`src/rtl/alu_stage_pkg.sv`:
```
// rtl/alu_stage_pkg.sv - shared types and constants for the EX->MEM flag commit stage
package alu_stage_pkg;

  typedef enum logic [2:0] {
    CCC_NEQ    = 3'b000,
    CCC_EQ     = 3'b001,
    CCC_GT     = 3'b010,
    CCC_LT     = 3'b011,
    CCC_GTE    = 3'b100,
    CCC_LTE    = 3'b101,
    CCC_OVFL   = 3'b110,
    CCC_UNCOND = 3'b111
  } ccc_e;

  localparam int FLAG_N = 0;
  localparam int FLAG_V = 1;
  localparam int FLAG_Z = 2;

  localparam logic [2:0] FLAG_WR_ARITH = 3'b111;
  localparam logic [2:0] FLAG_WR_LOGIC = 3'b100;
  localparam logic [2:0] FLAG_WR_NONE  = 3'b000;

endpackage

```
`src/rtl/flag_commit_stage_if.sv`:
```
// rtl/flag_commit_stage_if.sv - valid/ready entry bus carrying an arithmetic result and its flags
interface flag_commit_stage_if #(
  parameter int DATA_W     = 16,
  parameter int REG_ADDR_W = 4
) ();

  logic                  valid;
  logic                  ready;
  logic [DATA_W-1:0]     result;
  logic                  v;
  logic                  n;
  logic                  z;
  logic [2:0]            flag_wr;
  logic                  is_branch;
  logic [2:0]            ccc;
  logic [REG_ADDR_W-1:0] dst;
  logic                  wb_en;
  logic                  br_taken;

  modport master (
    output valid, result, v, n, z, flag_wr, is_branch, ccc, dst, wb_en, br_taken,
    input  ready
  );

  modport slave (
    input  valid, result, v, n, z, flag_wr, is_branch, ccc, dst, wb_en,
    output ready
  );

endinterface

```
`src/rtl/branch_cond_eval.sv`:
```
// rtl/branch_cond_eval.sv - combinational condition-code resolution against {Z,V,N}
module branch_cond_eval
  import alu_stage_pkg::*;
(
  input  logic [2:0] ccc,
  input  logic [2:0] flags,
  output logic       taken
);

  logic z, v, n;

  always_comb begin
    z     = flags[FLAG_Z];
    v     = flags[FLAG_V];
    n     = flags[FLAG_N];
    taken = 1'b0;
    case (ccc_e'(ccc))
      CCC_NEQ:    taken = ~z;
      CCC_EQ:     taken = z;
      CCC_GT:     taken = ~z & ~n;
      CCC_LT:     taken = n;
      CCC_GTE:    taken = ~n | z;
      CCC_LTE:    taken = n | z;
      CCC_OVFL:   taken = v;
      CCC_UNCOND: taken = 1'b1;
      default:    taken = 1'b0;
    endcase
  end

endmodule

```
`src/rtl/flag_commit_stage.sv`:
```
// rtl/flag_commit_stage.sv - EX->MEM register, architectural flag commit and branch resolution
// Optional flag forwarding from the pending entry into branch resolution: FLAG_BYPASS_EN.
module flag_commit_stage
  import alu_stage_pkg::*;
#(
  parameter int DATA_W     = 16,
  parameter int REG_ADDR_W = 4
) (
  input  logic                 clk,
  input  logic                 rst_n,
  input  logic                 flush,
  flag_commit_stage_if.slave   in_if,
  flag_commit_stage_if.master  out_if,
  output logic [2:0]           flags_q
);

  logic                  out_valid;
  logic [DATA_W-1:0]     out_result;
  logic [REG_ADDR_W-1:0] out_dst;
  logic                  out_wb_en;
  logic                  out_br_taken;
  logic [2:0]            out_flags;
  logic [2:0]            out_flag_wr;
  logic                  out_is_branch;
  logic [2:0]            out_ccc;

  logic [2:0] eff;
  logic       interlock;
  logic       in_ready;
  logic       acc;
  logic       retire;
  logic       taken;

  always_comb begin
    eff       = flags_q;
    interlock = 1'b0;
`ifdef FLAG_BYPASS_EN
    for (int i = 0; i < 3; i++) begin
      if (out_valid && out_flag_wr[i]) eff[i] = out_flags[i];
    end
`else
    // Without forwarding a branch must see the setter's flags in flags_q.
    interlock = in_if.valid & in_if.is_branch & out_valid & (|out_flag_wr);
`endif
  end

  assign in_ready = (~out_valid | out_if.ready) & ~interlock;
  assign acc      = in_if.valid & in_ready & ~flush;
  assign retire   = out_valid & out_if.ready;

  branch_cond_eval u_branch_cond_eval (
    .ccc   (in_if.ccc),
    .flags (eff),
    .taken (taken)
  );

  always_ff @(posedge clk or negedge rst_n) begin
    if (!rst_n) begin
      out_valid     <= 1'b0;
      out_result    <= '0;
      out_dst       <= '0;
      out_wb_en     <= 1'b0;
      out_br_taken  <= 1'b0;
      out_flags     <= '0;
      out_flag_wr   <= FLAG_WR_NONE;
      out_is_branch <= 1'b0;
      out_ccc       <= '0;
      flags_q       <= '0;
    end else begin
      // A retiring entry is older than anything flush kills, so it still commits.
      if (retire) begin
        for (int i = 0; i < 3; i++) begin
          if (out_flag_wr[i]) flags_q[i] <= out_flags[i];
        end
      end
      if (acc) begin
        out_valid     <= 1'b1;
        out_result    <= in_if.result;
        out_dst       <= in_if.dst;
        out_wb_en     <= in_if.wb_en;
        out_br_taken  <= in_if.is_branch & taken;
        out_flags     <= {in_if.z, in_if.v, in_if.n};
        out_flag_wr   <= in_if.is_branch ? FLAG_WR_NONE : in_if.flag_wr;
        out_is_branch <= in_if.is_branch;
        out_ccc       <= in_if.ccc;
      end else if (retire || flush) begin
        out_valid <= 1'b0;
      end
    end
  end

  assign in_if.ready      = in_ready;
  assign out_if.valid     = out_valid;
  assign out_if.result    = out_result;
  assign out_if.dst       = out_dst;
  assign out_if.wb_en     = out_wb_en;
  assign out_if.br_taken  = out_br_taken;
  assign out_if.z         = out_flags[FLAG_Z];
  assign out_if.v         = out_flags[FLAG_V];
  assign out_if.n         = out_flags[FLAG_N];
  assign out_if.flag_wr   = out_flag_wr;
  assign out_if.is_branch = out_is_branch;
  assign out_if.ccc       = out_ccc;

endmodule

```
`src/flat_wrapper.sv`:
```
// flat-port wrapper written by rule: the top's interface ports become plain ports
module flag_commit_stage_flat import alu_stage_pkg::*;
#(
  parameter int DATA_W     = 16,
  parameter int REG_ADDR_W = 4
)
  (clk, rst_n, flush, flags_q, in_if_valid, in_if_result, in_if_v, in_if_n, in_if_z, in_if_flag_wr, in_if_is_branch, in_if_ccc, in_if_dst, in_if_wb_en, in_if_ready, out_if_valid, out_if_result, out_if_v, out_if_n, out_if_z, out_if_flag_wr, out_if_is_branch, out_if_ccc, out_if_dst, out_if_wb_en, out_if_br_taken, out_if_ready);
  flag_commit_stage_if #(.DATA_W(DATA_W), .REG_ADDR_W(REG_ADDR_W)) in_if_i ();
  flag_commit_stage_if #(.DATA_W(DATA_W), .REG_ADDR_W(REG_ADDR_W)) out_if_i ();
  input  logic clk;
  input  logic rst_n;
  input  logic flush;
  output logic [2:0] flags_q;
  input wire logic [$bits(in_if_i.valid)-1:0] in_if_valid;
  input wire logic [$bits(in_if_i.result)-1:0] in_if_result;
  input wire logic [$bits(in_if_i.v)-1:0] in_if_v;
  input wire logic [$bits(in_if_i.n)-1:0] in_if_n;
  input wire logic [$bits(in_if_i.z)-1:0] in_if_z;
  input wire logic [$bits(in_if_i.flag_wr)-1:0] in_if_flag_wr;
  input wire logic [$bits(in_if_i.is_branch)-1:0] in_if_is_branch;
  input wire logic [$bits(in_if_i.ccc)-1:0] in_if_ccc;
  input wire logic [$bits(in_if_i.dst)-1:0] in_if_dst;
  input wire logic [$bits(in_if_i.wb_en)-1:0] in_if_wb_en;
  output wire logic [$bits(in_if_i.ready)-1:0] in_if_ready;
  output wire logic [$bits(out_if_i.valid)-1:0] out_if_valid;
  output wire logic [$bits(out_if_i.result)-1:0] out_if_result;
  output wire logic [$bits(out_if_i.v)-1:0] out_if_v;
  output wire logic [$bits(out_if_i.n)-1:0] out_if_n;
  output wire logic [$bits(out_if_i.z)-1:0] out_if_z;
  output wire logic [$bits(out_if_i.flag_wr)-1:0] out_if_flag_wr;
  output wire logic [$bits(out_if_i.is_branch)-1:0] out_if_is_branch;
  output wire logic [$bits(out_if_i.ccc)-1:0] out_if_ccc;
  output wire logic [$bits(out_if_i.dst)-1:0] out_if_dst;
  output wire logic [$bits(out_if_i.wb_en)-1:0] out_if_wb_en;
  output wire logic [$bits(out_if_i.br_taken)-1:0] out_if_br_taken;
  input wire logic [$bits(out_if_i.ready)-1:0] out_if_ready;
  assign in_if_i.valid = in_if_valid;
  assign in_if_i.result = in_if_result;
  assign in_if_i.v = in_if_v;
  assign in_if_i.n = in_if_n;
  assign in_if_i.z = in_if_z;
  assign in_if_i.flag_wr = in_if_flag_wr;
  assign in_if_i.is_branch = in_if_is_branch;
  assign in_if_i.ccc = in_if_ccc;
  assign in_if_i.dst = in_if_dst;
  assign in_if_i.wb_en = in_if_wb_en;
  assign in_if_ready = in_if_i.ready;
  assign out_if_valid = out_if_i.valid;
  assign out_if_result = out_if_i.result;
  assign out_if_v = out_if_i.v;
  assign out_if_n = out_if_i.n;
  assign out_if_z = out_if_i.z;
  assign out_if_flag_wr = out_if_i.flag_wr;
  assign out_if_is_branch = out_if_i.is_branch;
  assign out_if_ccc = out_if_i.ccc;
  assign out_if_dst = out_if_i.dst;
  assign out_if_wb_en = out_if_i.wb_en;
  assign out_if_br_taken = out_if_i.br_taken;
  assign out_if_i.ready = out_if_ready;
  flag_commit_stage #(.DATA_W(DATA_W), .REG_ADDR_W(REG_ADDR_W)) u_core (.clk(clk), .rst_n(rst_n), .flush(flush), .in_if(in_if_i), .out_if(out_if_i), .flags_q(flags_q));
endmodule
```
`config.mk`:
```
export PLATFORM = sky130hd
export DESIGN_NAME = flag_commit_stage_flat
export DESIGN_NICKNAME = d
export VERILOG_FILES = /design/src/rtl/alu_stage_pkg.sv /design/src/rtl/flag_commit_stage_if.sv /design/src/rtl/branch_cond_eval.sv /design/src/rtl/flag_commit_stage.sv /design/src/flat_wrapper.sv
export SDC_FILE = /design/constraint.sdc
export NUM_CORES = 1
export LEC_CHECK = 0
export ABC_AREA = 0
export CORE_ASPECT_RATIO = 0.8
export CORE_UTILIZATION = 52
export DETAILED_ROUTE_END_ITERATION = 16
export DONT_BUFFER_PORTS = 1
export HOLD_SLACK_MARGIN = 0.03
export PLACE_DENSITY = 0.7
export SETUP_SLACK_MARGIN = 0.3
export SYNTH_ARGS = -nofsm -noshare
export SYNTH_HDL_FRONTEND = slang
export SYNTH_SLANG_ARGS = --single-unit
```
`constraint.sdc`:
```
create_clock -name clk -period 4.8 [get_ports clk]
set_input_delay 0.72 -clock clk [delete_from_list [all_inputs] [get_ports clk]]
set_output_delay 0.72 -clock clk [all_outputs]
set_load 0.02 [all_outputs]
```
# Word-level counts from Yosys, hierarchy flattened
# Cells that the tools add are included.
# totals
elab_cells	47
output_inout_bits	37
regBits	36
inputBits	36
# op_classes
bitwise_logic	17
eq_ne	7
mux	4
n_reduce_logical	7
# ops
operator	count
equality test 3 bit (second input constant)	4
bitwise AND 1 bit	9
case mux 1 bit (8 select lines)	1
equality test 3 x 2 -> 1 bit (second input constant)	2
AND reduction 2 bit	3
NOT 1 bit	5
equality test 3 x 1 -> 1 bit (second input constant)	1
zero test 3 bit	1
2-to-1 mux 3 bit	1
OR 1 bit	3
OR reduction 3 bit	1
2-to-1 mux 1 bit	2
nonzero test 2 bit	1
logical OR 1 bit	1

# Longest topological paths before layout
# depth
ltp_word	8
mapped_depth	6

# By module
# A second synthesis with hierarchy kept.
# hier_totals
cells_unflattened	103
hier_area_um2	1503.9
# modules_own_cells
mod	instances	seq_area_each_um2	area_per_inst_um2	cells_per_inst
flag_commit_stage	1	900.9	1427.6	92
branch_cond_eval	1	0.0	76.3	11

# Least setup slack after synthesis
# OpenSTA, ideal clock, no wires.
# synth_path
path_type	register to output
startpoint	register u_core.out_flag_wr[1] (netlist: u_core.out_if.flag_wr[1])
endpoint	output in_if_ready
path_stages_with_launch	4
arrival_ns	1.053
slack_ns	3.027
path_cell_list	dfrtp_1 -> o311ai_0 -> nand2_1 -> nand2_1
# synth_via
elab_chain_len	4
# synth_lines
element	line_no	source
start, declared	flag_commit_stage.sv:23	logic [2:0] out_flag_wr;
start signal, assigned	flag_commit_stage.sv:83	out_flag_wr <= in_if.is_branch ? FLAG_WR_NONE : in_if.flag_wr;
OR reduction 3 bit	flag_commit_stage.sv:43	interlock = in_if.valid & in_if.is_branch & out_valid & (|out_flag_wr);
bitwise AND 1 bit	flag_commit_stage.sv:43	
NOT 1 bit	flag_commit_stage.sv:47	assign in_ready = (~out_valid | out_if.ready) & ~interlock;
bitwise AND 1 bit	flag_commit_stage.sv:47	
end, declared	flat_wrapper.sv:24	output wire logic [$bits(in_if_i.ready)-1:0] in_if_ready;
# No other way between the ends.

# Worst setup path after layout
# Ends and elaborated chain as after synthesis.

==> results.md <==
* Initial Util at 0.5751
* Synth area leader: dfrtp_1
* Fin crit period at approximately 2.2 ns
* Post-CTS Resized at 0
* Antenna cells at 0
* Clock Latency Late Sink at between 0.3 and 0.4 ns
* Critical Path Max Stage Delay at ~0.51 ns
* Routed metal-1 wirelength at around 980 um
* Pint at 0.4804 mW
* CP max-delay cell: dfrtp_1
* Inserted Clock Buffers at 5
* Post-CTS Hold Buffers at 0
* Place WS at 2.858 ns
* Final Hold Viols at 0
* # port buffers at 0
* Post-synth top cells: 36 x dfrtp_1, 21 x mux2_2, 13 x nand2_1, 8 x mux2_4, 6 x o21ai_0
* Mean Syn Cell Area at 13.88 sq um
* Post-Route Setup TNS at 0 ns
* Clock group share of total power at 0.178
* Overflow after GRT at 0
* Syn Nets at 143
* Max frequency at around 450 MHz
* Netlist Area Pre-Place at 0.001485 sq mm
* Max-slew violations at 0
* Status: finished, final reports clean
* Global-route wire length before repair at 3.774 mm
* Required @ worst endpoint at a little over 4 ns
* Final period util at 0.4647
* Residual DRC at 0
* Detail Route met2 WL at 1.281 mm
* CP Buf/Inv Count at 0
* Initial antenna violation count at 0
* Tightest Hold Check Type: input pin to asynchronous set/reset pin
* Largest net degree at the start of global routing at 39
* Total track usage at 0.1781
* DP HPWL at approximately 1.8 mm
* Sequential area share after synthesis at 0.6066
* Die W at 61.75 um
* IO Count at 73
* Iteration-0 DRC Markers at 28
* Vias in the first global route at between 800 and 900
* Final core utilization at 0.5993
* Synth-to-layout area growth at 4.212%
* Number of vias per cell at 5.731
* # clock sinks at 36
* Reg clk slew, reported paths at 0.09 ns
* FFs w/ async S/R, synth at 1.000
* Crit path cell chain: o311ai_0, nand2_1, nand2_1
* Seq pwr share at 0.689
* Post-synth top area share at 0.6066
* Switching share of total power at 0.3424
* CP delay by family, top: flip-flops
* Combinational power share at 0.133
* Post CTS Setup Buffer Count at 0
* DRT antenna net count at 0
* Worst setup SP type: register
* Worst path most repeated cell: nand2_1
* Critical path class: register to primary output
* Setup WS post-layout at 2.570 ns
* Number of max-cap violations at 0
* Final Power at between 0.7 and 0.8 mW
* Max layer used: met4
* Final #Nets at 147
* Peak supply drop at 234.6 uV
* Clk Tree Root Cell: clkbuf_4
* # setup viols final at 0
* WL/cell at 17.20 um
* Number of synthesized flops with an enable pin at 0
* Worst-Margin Slew at 0.4567 ns
* Post-Syn Instances at 107
* Post-Layout Cell Count at 145
* Core footprint at 0.002582 sq mm
* Leakage at a little under 0.7 nW
* Post-Route WL at ~2.5 mm
* RSZ-0062 raised after global routing: false
* Yosys warns at 0
* Synth Register Bits at 36
* Top-count cell post-synth: dfrtp_1
* Crit. End Element: primary output
* Die area at 0.003075 sq mm
* CTS tree: yes
* Synth top area cells: dfrtp_1 61%, mux2_2 16%, mux2_4 8.1%
* Switch Pwr at 0.2501 mW
* H-tree depth at 2
* CTS Buffer Depth at 2
* Layout cells sized above 1 at 0.3303
* First-pass DRT Iterations at 4
* Placed Instances at 140
* Slew HR at 0.6955
* Met3 WL post-DR at between 150 and 200 um
* # rows at 16
* Arrival @ worst endpoint at approximately 1.5 ns
* Netlist cell types at 21
* GP Congestion at 0.7345
* Main synth FF type: dfrtp_1
* DIE HEIGHT at roughly 50 um
* Power Density at about 470 mW/mm^2
* Worst Path Max Fanout at 5
* Vias post-DR at about 830
* Setup Skew at 0.005148 ns
## flip-flops by register name (all words and copies together), names as in the netlist
signal and count:
u_core.out_if.is_branch 1, u_core.out_if.br_taken 1, u_core.out_if.valid 1, u_core.flags_q 3, u_core.out_if.wb_en 1, u_core.out_if.dst 4
u_core.out_if.flag_wr 3, u_core.out_flags 3, u_core.out_if.result 16, u_core.out_if.ccc 3
## path summary, 6_finish.rpt
path                       slack [ns]                             endpoint  cells after the start                                 start
max                              2.57                          in_if_ready                      3  u_core.out_if.flag_wr[1]$_DFFE_PN0P_
min                              0.09     u_core.out_if.ccc[2]$_DFFE_PN0P_                      0                                 rst_n
max reg2reg                      2.98  u_core.out_if.result[2]$_DFFE_PN0P_                      4       u_core.out_if.valid$_DFFE_PN0P_
min reg2reg                      0.64     u_core.out_if.ccc[2]$_DFFE_PN0P_                      2      u_core.out_if.ccc[2]$_DFFE_PN0P_
max in group asynchronous        4.62  u_core.out_if.result[3]$_DFFE_PN0P_                      0                                 rst_n
min in group clk                 0.45      u_core.out_if.valid$_DFFE_PN0P_                      1                                 flush
## layout by cell type, fill, tap and decap left out
master    instances
nand2b_1          1
a32oi_1           1
o311ai_0          1
nand2_1          13
mux2_2           21
dfrtp_1          36
nor2_1            2
buf_4             1
mux2_4            8
a22oi_1           1
o31ai_1           1
nand4b_1          1
clkbuf_4          5
o311ai_2          1
nor2b_1           2
nand3_1           4
inv_1             2
o21ai_0           6
a21oi_1           2
## power groups by stage
stage	clock, mW	combinational [mW]	sequential (mW)
6_report	0.130	0.0974	0.503
5_1_grt	0.155	0.108	0.515
4_1_cts	0.138	0.0987	0.505
3_5_place_dp	0	0.0988	0.510
3_3_place_gp	0	0.0941	0.509
2_1_floorplan	0	0.0903	0.494
## layout make-up
| type | instances | area (sq um) |
|---|---|---|
| fillers | 202 | 1035 |
| flip-flops and latches | 36 | 900.9 |
| multi-input cells | 65 | 549.3 |
| well taps | 36 | 45.04 |
| clock buffers | 5 | 37.54 |
| repair buffers | 1 | 7.507 |
| inverters | 2 | 7.507 |
## through the flow
| stage | hold WS, ns | instance area (sq um) |
|---|---|---|
| floorplan | 0.4244 | 1485 |
| global placement | 0.4252 | 1510 |
| detailed placement | 0.4252 | 1510 |
| CTS | 0.06740 | 1548 |
| global route | 0.04093 | 1548 |
| finish | 0.08524 | 1548 |
## metal layers
metal / vias to the layer above / GRT usage
li1: 382 / -
met1: 405 / 0.1938
met2: 39 / 0.2849
met3: 5 / 0.09974
met4: 0 / 0.06667
met5: - / 0
## logic make-up (layout without fill, tap and decap cells)
| logic type | after synthesis | after routing | synth area share |
|---|---|---|---|
| AOI/OAI and AO/OA | 13 | 13 | 0.05982 |
| DFF | 36 | 36 | 0.6066 |
| muxes | 29 | 29 | 0.2401 |
| buffers and inverters | 6 | 8 | 0.02359 |
| and+or+nand+nor | 23 | 23 | 0.06993 |
Power figures use the tool's default switching activity.
